--- config.mk ---
export PLATFORM = sky130hd
export DESIGN_NAME = board_io
export DESIGN_NICKNAME = d
export VERILOG_FILES = /design/src/rtl/board_io.sv
export SDC_FILE = /design/constraint.sdc
export NUM_CORES = 1
export LEC_CHECK = 0
export BUFFER_PORTS_ARGS = -buffer_cell sky130_fd_sc_hd__buf_2
export CELL_PAD_IN_SITES_DETAIL_PLACEMENT = 0
export CELL_PAD_IN_SITES_GLOBAL_PLACEMENT = 1
export CORE_MARGIN = 2
export CORE_UTILIZATION = 50
export CTS_CLUSTER_DIAMETER = 50
export DETAILED_ROUTE_END_ITERATION = 12
export GPL_TIMING_DRIVEN = 0
export PLACE_DENSITY = 0.83
export SYNTH_ARGS = -nofsm -noshare
export SYNTH_HDL_FRONTEND = slang
export SYNTH_SLANG_ARGS = --single-unit
--- constraint.sdc ---
create_clock -name XCLK -period 2.7 [get_ports XCLK]
set_input_delay 0.54 -clock XCLK [delete_from_list [all_inputs] [get_ports XCLK]]
set_output_delay 0.54 -clock XCLK [all_outputs]
set_load 0.05 [all_outputs]
--- src/rtl/board_io.sv ---
// Board pin conditioner: reset synchroniser/stretcher, UART RX sync, PWM/heartbeat LEDs, debounced buttons.
// Latency: UART_RXD 2 edges, LED 1 edge, BTN 2+DEBOUNCE_CYCLES edges, BTN_PRESS one edge after BTN rises.
// Backpressure: none; every path is a free-running pipeline.
//
// Ports:
//   XCLK          board clock (only clock)
//   XRES          external reset, active-low, asynchronous assert
//   SOC_RES       active-high SoC reset, released synchronously after the stretch
//   UART_RXD_PIN  raw UART RX pin        -> UART_RXD  synchronised RX
//   LED_IN        per-LED on request
//   LED_BRIGHT    global PWM brightness  -> LED       LED pins (polarity per LED_ACTIVE_LOW)
//   BTN_PIN       raw buttons, high = pressed -> BTN (debounced level), BTN_PRESS (press pulse)
module board_io #(
  parameter int LED_WIDTH       = 16,
  parameter int LED_ACTIVE_LOW  = 0,
  parameter int BTN_WIDTH       = 4,
  parameter int DEBOUNCE_CYCLES = 65536,
  parameter int RST_STRETCH     = 16,
  parameter int PWM_BITS        = 4,
  parameter int HB_DIV          = 24
) (
  input  logic                 XCLK,
  input  logic                 XRES,
  output logic                 SOC_RES,
  input  logic                 UART_RXD_PIN,
  output logic                 UART_RXD,
  input  logic [LED_WIDTH-1:0] LED_IN,
  input  logic [PWM_BITS-1:0]  LED_BRIGHT,
  output logic [LED_WIDTH-1:0] LED,
  input  logic [BTN_WIDTH-1:0] BTN_PIN,
  output logic [BTN_WIDTH-1:0] BTN,
  output logic [BTN_WIDTH-1:0] BTN_PRESS
);

  localparam int STR_W = (RST_STRETCH > 1) ? $clog2(RST_STRETCH) : 1;
  localparam int DB_W  = $clog2(DEBOUNCE_CYCLES);
  localparam logic [STR_W-1:0] STR_LAST = STR_W'(RST_STRETCH - 1);
  localparam logic [DB_W-1:0]  DB_LAST  = DB_W'(DEBOUNCE_CYCLES - 1);
  localparam logic [LED_WIDTH-1:0] LED_OFF = (LED_ACTIVE_LOW != 0) ? '1 : '0;

  // Reset path
  logic [1:0]       rst_sync_q, rst_sync_d;
  logic [STR_W-1:0] stretch_cnt_q, stretch_cnt_d;
  logic             soc_res_q, soc_res_d;

  // UART path
  logic [1:0]       uart_sync_q, uart_sync_d;

  // LED path
  logic [PWM_BITS-1:0]  pwm_cnt_q, pwm_cnt_d;
  logic [HB_DIV:0]      hb_cnt_q, hb_cnt_d;
  logic [LED_WIDTH-1:0] led_q, led_d;
  logic [LED_WIDTH-1:0] lit;
  logic                 duty_on;

  // Button path
  logic [BTN_WIDTH-1:0]            btn_sync0_q, btn_sync1_q;
  logic [BTN_WIDTH-1:0][DB_W-1:0]  db_cnt_q, db_cnt_d;
  logic [BTN_WIDTH-1:0]            btn_q, btn_d;
  logic [BTN_WIDTH-1:0]            btn_dly_q;
  logic [BTN_WIDTH-1:0]            press_q, press_d;

  // Reset release: two sync stages, then RST_STRETCH further edges; the
  // final edge of the count is the one that drops SOC_RES.
  always_comb begin
    rst_sync_d    = {rst_sync_q[0], 1'b1};
    stretch_cnt_d = stretch_cnt_q;
    soc_res_d     = soc_res_q;
    if (rst_sync_q[1] && soc_res_q) begin
      if (stretch_cnt_q == STR_LAST) begin
        soc_res_d = 1'b0;
      end else begin
        stretch_cnt_d = stretch_cnt_q + 1'b1;
      end
    end
  end

  assign uart_sync_d = {uart_sync_q[0], UART_RXD_PIN};

  // LEDs: heartbeat owns the pins while the SoC is in reset; otherwise the
  // SoC request is gated by PWM, with all-ones brightness meaning fully on.
  always_comb begin
    pwm_cnt_d = pwm_cnt_q + 1'b1;
    hb_cnt_d  = soc_res_q ? hb_cnt_q + 1'b1 : '0;
    duty_on   = (&LED_BRIGHT) || (pwm_cnt_q < LED_BRIGHT);
    lit       = '0;
    if (soc_res_q) begin
      lit[0] = hb_cnt_q[HB_DIV];
    end else if (duty_on) begin
      lit = LED_IN;
    end
    led_d = (LED_ACTIVE_LOW != 0) ? ~lit : lit;
  end

  // Debounce: a channel's counter only advances while the synchronised pin
  // disagrees with the accepted level; any agreement restarts the count.
  always_comb begin
    db_cnt_d = '0;
    btn_d    = btn_q;
    for (int i = 0; i < BTN_WIDTH; i++) begin
      if (btn_sync1_q[i] != btn_q[i]) begin
        if (db_cnt_q[i] == DB_LAST) begin
          btn_d[i] = ~btn_q[i];
        end else begin
          db_cnt_d[i] = db_cnt_q[i] + 1'b1;
        end
      end
    end
    // Rising edge of the accepted level, seen one edge after it happens.
    press_d = btn_q & ~btn_dly_q;
  end

  always_ff @(posedge XCLK or negedge XRES) begin
    if (!XRES) begin
      rst_sync_q    <= '0;
      stretch_cnt_q <= '0;
      soc_res_q     <= 1'b1;
      uart_sync_q   <= 2'b11;
      pwm_cnt_q     <= '0;
      hb_cnt_q      <= '0;
      led_q         <= LED_OFF;
      btn_sync0_q   <= '0;
      btn_sync1_q   <= '0;
      db_cnt_q      <= '0;
      btn_q         <= '0;
      btn_dly_q     <= '0;
      press_q       <= '0;
    end else begin
      rst_sync_q    <= rst_sync_d;
      stretch_cnt_q <= stretch_cnt_d;
      soc_res_q     <= soc_res_d;
      uart_sync_q   <= uart_sync_d;
      pwm_cnt_q     <= pwm_cnt_d;
      hb_cnt_q      <= hb_cnt_d;
      led_q         <= led_d;
      btn_sync0_q   <= BTN_PIN;
      btn_sync1_q   <= btn_sync0_q;
      db_cnt_q      <= db_cnt_d;
      btn_q         <= btn_d;
      btn_dly_q     <= btn_q;
      press_q       <= press_d;
    end
  end

  assign SOC_RES   = soc_res_q;
  assign UART_RXD  = uart_sync_q[1];
  assign LED       = led_q;
  assign BTN       = btn_q;
  assign BTN_PRESS = press_q;

endmodule

==> summary.txt, run 1 <==
Outcome
  • Run status: complete, no violations

Route
  • 1st-iter DRT viols: around 290
  • Metal-1 WL: 5183 um
  • Top sig layer: met4
  • Per-cell routed wire length: 13.62 um
  • Drt via density: 5.319
  • DR vias: 4218
  • Final ANT Viol Nets: 0
  • Drt pass-1 iters: 4
  • WL met3: 301 um
  • Drt total wl: 10800 um
  • DRC viols: 0
  • Met2 routed WL: ~5200 um

GRT
  • Vias in the first global route: 4174
  • Gr ovfl total: 0
  • Overall routing resource usage: 0.1848
  • Initial antenna violation count: 0
  • First-pass GRT wire length: around 19000 um
  • Largest net degree at the start of global routing: 74

Worst setup path
  • Reg-to-reg startpoint: hb_cnt_q[0]
  • CP startpoint: hb_cnt_q[0]
  • R2R Path End: hb_cnt_q[22]
  • CP endpoint kind: flop
  • CP required: 3.00 ns
  • Flop-to-flop setup slack: approximately 0.61 ns
  • CP Launch Type: flop
  • Worst r2r path cells: 5
  • Crit-path max FO: 6
  • Setup CP Type: reg2reg
  • Worst Path Arrival: 2.39 ns

STA
  • Slew Viols, Final: 0
  • RSZ-0062 raised after global routing: no
  • Max Freq: 0.4796 GHz
  • Slew @ Worst Pin: ~1.0 ns
  • Setup-failing EPs final: 0
  • Fin crit share: 0.7723
  • Hold Fails Final Rpt: 0
  • Rel. slew slack: 0.3023
  • Clock Skews: 0.006185 ns
  • Tmin final: around 2.1 ns
  • Final setup margin: 0.6148 ns

Synth
  • Post-synth top cells: 135 x dfrtp_1, 86 x nor2_1, 45 x nand2_1
  • Yosys cell types: between 40 and 50
  • Most common cell in the synthesized netlist: dfrtp_1
  • Syn Nets: 603
  • Syn avg cell area: between 10 and 15 um2
  • Yosys warnings: 0
  • Area share of the largest cell type after synthesis: 0.5640
  • Main area contributors after synthesis: dfrtp_1 56%, xnor2_1 6.1%, nor2_1 5.4%
  • Cells after synthesis: 566
  • Synth async-reset ratio: 1.000
  • Area leader, netlist: dfrtp_1
  • Post-synth EDFFs: 0
  • Sequential area share after synthesis: 0.5772
  • Predominant post-synthesis flop cell: dfrtp_1
  • Post-synthesis cell area: 5989 um2
  • FF+latch count, synth: 138

Clock tree
  • CTS Root Cell: clkbuf_16
  • # clock sinks: between 100 and 150
  • CTS tree: built
  • Clock buffer depth: 2
  • H-tree levels: 4
  • CTS clk-pin slew, worst paths: approximately 0.050 ns
  • Worst skew pair latency: roughly 0.42 ns
  • Post_cts resized: 0
  • Hold_buf cts: 0
  • CTS Buf Count: 17
  • # Post-CTS Setup Buffers: 0

Pwr
  • Gate power share: 0.046
  • Power share of the clock group: 0.483
  • Leak Pwr: 3.116 nW
  • Worst VDD drop: 390.6 uV
  • Power Total: 4.535 mW
  • Seq pwr share: 0.471
  • Switching share of power: 0.2188
  • Power Dens Cells: 645.1 nW/um2
  • Internal Power: 3.542 mW
  • Switch Pwr: 992.3 uW

Worst hold path
  • Min-Delay Path Class: in2async

Cells and area
  • Register Area: 3457 um2
  • Area delta synth->final: 17.36%
  • Multi-input gate area: 2430 um2
  • Layout fillers: 964
  • Antenna fix cells: 0
  • Layout cell share with drive strength beyond 1: 0.1569
  • Fin nets: between 600 and 700

Die
  • Die Ht: 113.5 um
  • Die Footprint: 12870 um2
  • Die Wd: roughly 110 um
  • Initial Util: 0.5179
  • I/O pins: 53
  • Row count: 39
  • Core area: 11560 um2

Placed design
  • DP Worst Slack: between 0.6 and 0.7 ns
  • Hpwl dp: 7279 um
  • Gpl congestion: 0.7791
  • Port bufs: 52

Job
  • Max-cap violations: 0
## through the flow
stage / util / instances / cell area (um2) / setup TNS (ns) / hold WS, ns
final: 0.6078 / 793 / 7029 / 0 / 0.1036
after global routing: 0.6078 / 793 / 7029 / 0 / 0.1478
after CTS: 0.6078 / 793 / 7029 / 0 / 0.1197
after detailed placement: 0.5588 / 762 / 6462 / 0 / 0.3380
after global placement: 0.5559 / 761 / 6429 / -99.17 / 0.3335
after floorplan: - / 566 / 5989 / 0 / 0.2444
## state kept, by name (all words and copies together), names as in the netlist, 2 cells and up
register / count
btn_sync1_q: 4
LED: 16
pwm_cnt_q: 4
rst_sync_q: 2
stretch_cnt_q: 4
uart_sync_q: 2
btn_sync0_q: 4
db_cnt_q: 64
hb_cnt_q: 25
BTN_PRESS: 4
BTN: 4
btn_dly_q: 4
## power by group through the flow
stage	logic, mW	clock network [mW]	registers (mW)
after floorplan	0.0612	0	2.22
after CTS	0.215	2.24	2.13
after global placement	0.206	0	2.17
after detailed placement	0.214	0	2.17
after global routing	0.235	2.35	2.14
final	0.209	2.19	2.13
## placed cells by master, fill, tap and decap left out, types with 2 or more instances in the layout
cell type / count
nor3_1: 13
nor4_1: 15
dfrtp_1: 135
or4_1: 2
and4_1: 9
nand4_1: 30
clkbuf_16: 17
o31ai_1: 2
o21ai_0: 7
clkinv_2: 4
a31oi_1: 2
clkbuf_1: 13
clkinvlp_4: 2
xnor2_1: 42
mux2_2: 5
mux2i_1: 5
and3_1: 3
ha_1: 10
nor2_1: 86
nand2b_1: 5
or3_1: 7
a31o_2: 4
nor2b_1: 4
buf_2: 52
clkbuf_8: 5
inv_1: 14
nand2_1: 45
xor2_1: 31
dfstp_2: 3
a21oi_1: 27
nand3_1: 34
## cell type report
type	instances	share of cell area
Buffer	12	0.006586
Clock buffer	24	0.07138
Clock inverter	7	0.009256
Inverter	15	0.008010
Multi-Input combinational cell	401	0.3457
Sequential cell	138	0.4918
Tap cell	143	0.02545
Timing Repair Buffer	53	0.04183
## worst max path at each step
stage / to
after global routing: hb_cnt_q[22]
after CTS: hb_cnt_q[22]
final: hb_cnt_q[22]
after floorplan: hb_cnt_q[21]
after detailed placement: hb_cnt_q[22]
after global placement: pwm_cnt_q[0]
## worst max-delay path: stages (launching register included)
cell,delay (ns)
dfrtp_1,0.41
ha_1,0.22
nand3_1,0.10
nor4_1,0.80
nand4_1,0.26
mux2i_1,0.17
## logic make-up (layout without fill, tap and decap cells)
group,count (synthesis),count (layout),synth area share
buffers and inverters,27,111,0.01713
multiplexers,10,10,0.01776
AND/OR/NAND/NOR,261,261,0.2158
other,1,1,0.0006261
AO/OA/AOI/OAI,46,46,0.04387
adder cells (fa/ha/maj),10,10,0.02089
XOR/XNOR,73,73,0.1067
flip-flops,138,138,0.5772
## layer usage
| layer | global-route usage | vias up |
|---|---|---|
| met3 | 0.05473 | 11 |
| met1 | 0.2390 | 2055 |
| li1 | - | 2106 |
| met5 | 0 | - |
| met4 | 0.07317 | 0 |
| met2 | 0.2954 | 46 |
Power figures use the tool's default switching activity.
==> inputs of run 2 (changes only) <==
Settings changed: CORE_UTILIZATION 50 to 42, PLACE_DENSITY 0.83 to 0.74.
Clock period 2.7 ns to 1.91 ns, I/O delays scaled along.
==> summary.txt, run 2 (synthesis gave the netlist of run 1 again) <==
Clock tree
  • CTS Buf Count: 17 (unchanged)
  • Clock buffer depth: 2 (unchanged)
  • H-tree levels: 4 (unchanged)
  • Worst skew pair latency: 0.41 ns (was 0.42 ns)
  • CTS clk-pin slew, worst paths: 0.06 ns (was 0.05 ns)
  • # clock sinks: 138 (unchanged)
  • CTS Root Cell: clkbuf_16 (unchanged)
  • CTS tree: built (unchanged)

Worst setup path
  • Crit path largest cell delay: 0.54 ns (was 0.80 ns)
  • CP Launch Type: flop (unchanged)
  • Crit-path max FO: 9 (was 6)
  • CP cell instances: nand4_2 > or4_1 > buf_2 > or4_1 > a21oi_1 (was ha_1 > nand3_1 > nor4_1 > nand4_1 > mux2i_1)
  • CP endpoint kind: flop (unchanged)
  • Worst Path Arrival: 2.24 ns (was 2.39 ns)
  • CP max stage cell: or4_1 (was nor4_1)
  • Top cell family by delay on the critical path: simple AND/OR/NAND/NOR gates (unchanged)
  • Setup CP Type: reg2reg (unchanged)
  • CP required: 2.24 ns (was 3.00 ns)
  • Most used cell along the critical path: or4_1
  • Buffers and inverters on the worst path: 1 (was 0)

STA
  • Hold Fails Final Rpt: 0 (unchanged)
  • Fin crit share: 0.9986 (was 0.7723)
  • Setup-failing EPs final: 0 (unchanged)
  • Tmin final: 1.907 ns (was 2.085 ns)
  • Slew @ Worst Pin: 0.6789 ns (was 1.037 ns)
  • Max Freq: 0.5243 GHz (was 0.4796 GHz)
  • Slew Viols, Final: 0 (unchanged)
  • Clock Skews: 0.007485 ns (was 0.006185 ns)
  • RSZ-0062 raised after global routing: yes (was no)
  • Min Hold Slack: 0.07147 ns (was 0.1036 ns)
  • Rel. slew slack: 0.5436 (was 0.3023)

Cells and area
  • Largest Register: db_cnt_q (unchanged)
  • Layout fillers: 1270 (was 964)
  • Fin nets: 681 (was 675)
  • Layout Cell Area excl Fill: 7106 um2 (was 7029 um2)
  • Max reg flops: 64 (unchanged)
  • Multi-input gate area: 2444 um2 (was 2430 um2)
  • Area delta synth->final: 18.63% (was 17.36%)
  • Highest-count cells in the layout ignoring fill and taps: 134 x dfrtp_1, 86 x nor2_1, 52 x buf_2 (was 135 x dfrtp_1, 86 x nor2_1, 52 x buf_2)
  • Register Area: 3458 um2 (was 3457 um2)
  • Final std cells w/o fill: 835 (was 793)
  • Layout cell share with drive strength beyond 1: 0.1634 (was 0.1569)
  • Most common cell after layout, fill and taps aside: dfrtp_1 (unchanged)
  • Antenna fix cells: 0 (unchanged)

GRT
  • Overall routing resource usage: 0.1614 (was 0.1848)
  • First-pass GRT wire length: 19300 um (was 18860 um)
  • Initial antenna violation count: 0 (unchanged)
  • Vias in the first global route: 4180 (was 4174)
  • Largest net degree at the start of global routing: 96 (was 74)
  • Gr ovfl total: 0 (unchanged)

Outcome
  • Run status: complete, no violations (unchanged)

Placed design
  • Port bufs: 52 (unchanged)
  • Hpwl dp: 7546 um (was 7279 um)
  • Gpl congestion: 0.7419 (was 0.7791)
  • DP Area: 6509 um2 (was 6462 um2)
  • Number of instances in the placed design: 799 (was 762)

Route
  • Drt pass-1 iters: 4 (unchanged)
  • Drt via density: 5.068 (was 5.319)
  • DR vias: 4232 (was 4218)
  • Drt total wl: 11000 um (was 10800 um)
  • Final ANT Viol Nets: 0 (unchanged)
  • DRC viols: 0 (unchanged)
  • Per-cell routed wire length: 13.17 um (was 13.62 um)
  • 1st-iter DRT viols: 216 (was 289)

Die
  • Die Ht: 123.4 um (was 113.5 um)
  • Die Footprint: 15230 um2 (was 12870 um2)
  • Die Wd: 123.4 um (was 113.5 um)
  • Initial Util: 0.4315 (was 0.5179)
  • Core area: 13880 um2 (was 11560 um2)
  • Row count: 43 (was 39)
  • I/O pins: 53 (unchanged)

Pwr
  • Switch Pwr: 1.344 mW (was 992.3 uW)
  • Switching share of power: 0.2151 (was 0.2188)
  • Internal Power: 4.905 mW (was 3.542 mW)
  • Power share of the clock group: 0.469 (was 0.483)
  • Leak Pwr: 3.142 nW (was 3.116 nW)
  • Worst VDD drop: 602.3 uV (was 390.6 uV)
  • Gate power share: 0.048 (was 0.046)
  • Seq pwr share: 0.483 (was 0.471)
  • Power Dens Cells: 879.5 nW/um2 (was 645.1 nW/um2)

Job
  • Max-cap violations: 0 (unchanged)

Worst hold path
  • Min-Delay Path Class: in2reg (was in2async)
-- run 2: cell types whose count changed in the layout (fill, tap and decap cells not counted), moves of 2 or more --
cell        change
clkbuf_8        -3
buf_4           +7
clkinvlp_4      -2
clkinv_2        -2
clkbuf_2        +3
-- run 2: worst paths after layout --
kind,depth (start not counted),endpoint,slack [ns],startpoint
setup / recovery,5,hb_cnt_q[21],0.003,hb_cnt_q[0]
setup reg to reg,5,hb_cnt_q[21],0.003,hb_cnt_q[0]
hold reg to reg,0,btn_sync1_q[2],0.35,btn_sync0_q[2]
min in group asynchronous,2,BTN_PRESS[2],0.46,XRES
hold / removal,1,uart_sync_q[0],0.07,UART_RXD_PIN
max in group asynchronous,3,BTN_PRESS[1],0.66,XRES
-- run 2: metrics by stage --
step                total power, mW  setup slack [ns]  TNS [ns]  utilization
finish                        6.250          0.002602         0       0.5119
global route                  6.523          -0.07970   -0.2421       0.5119
CTS                           6.363           0.01254         0       0.5114
detailed placement            3.374           -0.1705   -0.8614       0.4689
global placement              3.359            -1.437   -194.97       0.4665
floorplan                     3.227           0.08434         0            -
-- run 2: area by class of cell --
class,instances,share of cell area
Timing Repair Buffer,61,0.05018
Sequential cell,138,0.4867
Inverter,15,0.007924
Clock inverter,3,0.005635
Multi-Input combinational cell,401,0.3439
Clock buffer,27,0.06797
Buffer,10,0.005987
Tap cell,180,0.03170
-- run 2: power groups by stage --
stage	clock network, mW	logic [mW]	registers, mW
detailed placement	0	0.307	3.07
global placement	0	0.293	3.07
CTS	3.04	0.309	3.02
finish	2.93	0.299	3.02
global route	3.16	0.339	3.02
floorplan	0	0.0865	3.14
-- run 2: routing by layer --
layer | vias to the layer above | global-route usage | share of wire
li1 | 2124 | - | -
met1 | 2047 | 0.2127 | 0.47
met2 | 49 | 0.2517 | 0.48
met3 | 12 | 0.04428 | 0.029
met4 | 0 | 0.06676 | 0.014
met5 | - | 0 | 0
-- run 2: timing repair --
item | in CTS | in global routing
setup endpoints to repair | 17 | 46
hold buffers | 1 | 0
setup buffers | 7 | 0
resized for setup | 2 | 7
gates cloned | 0 | 0
endpoints found under the hold margin | 41 | 0
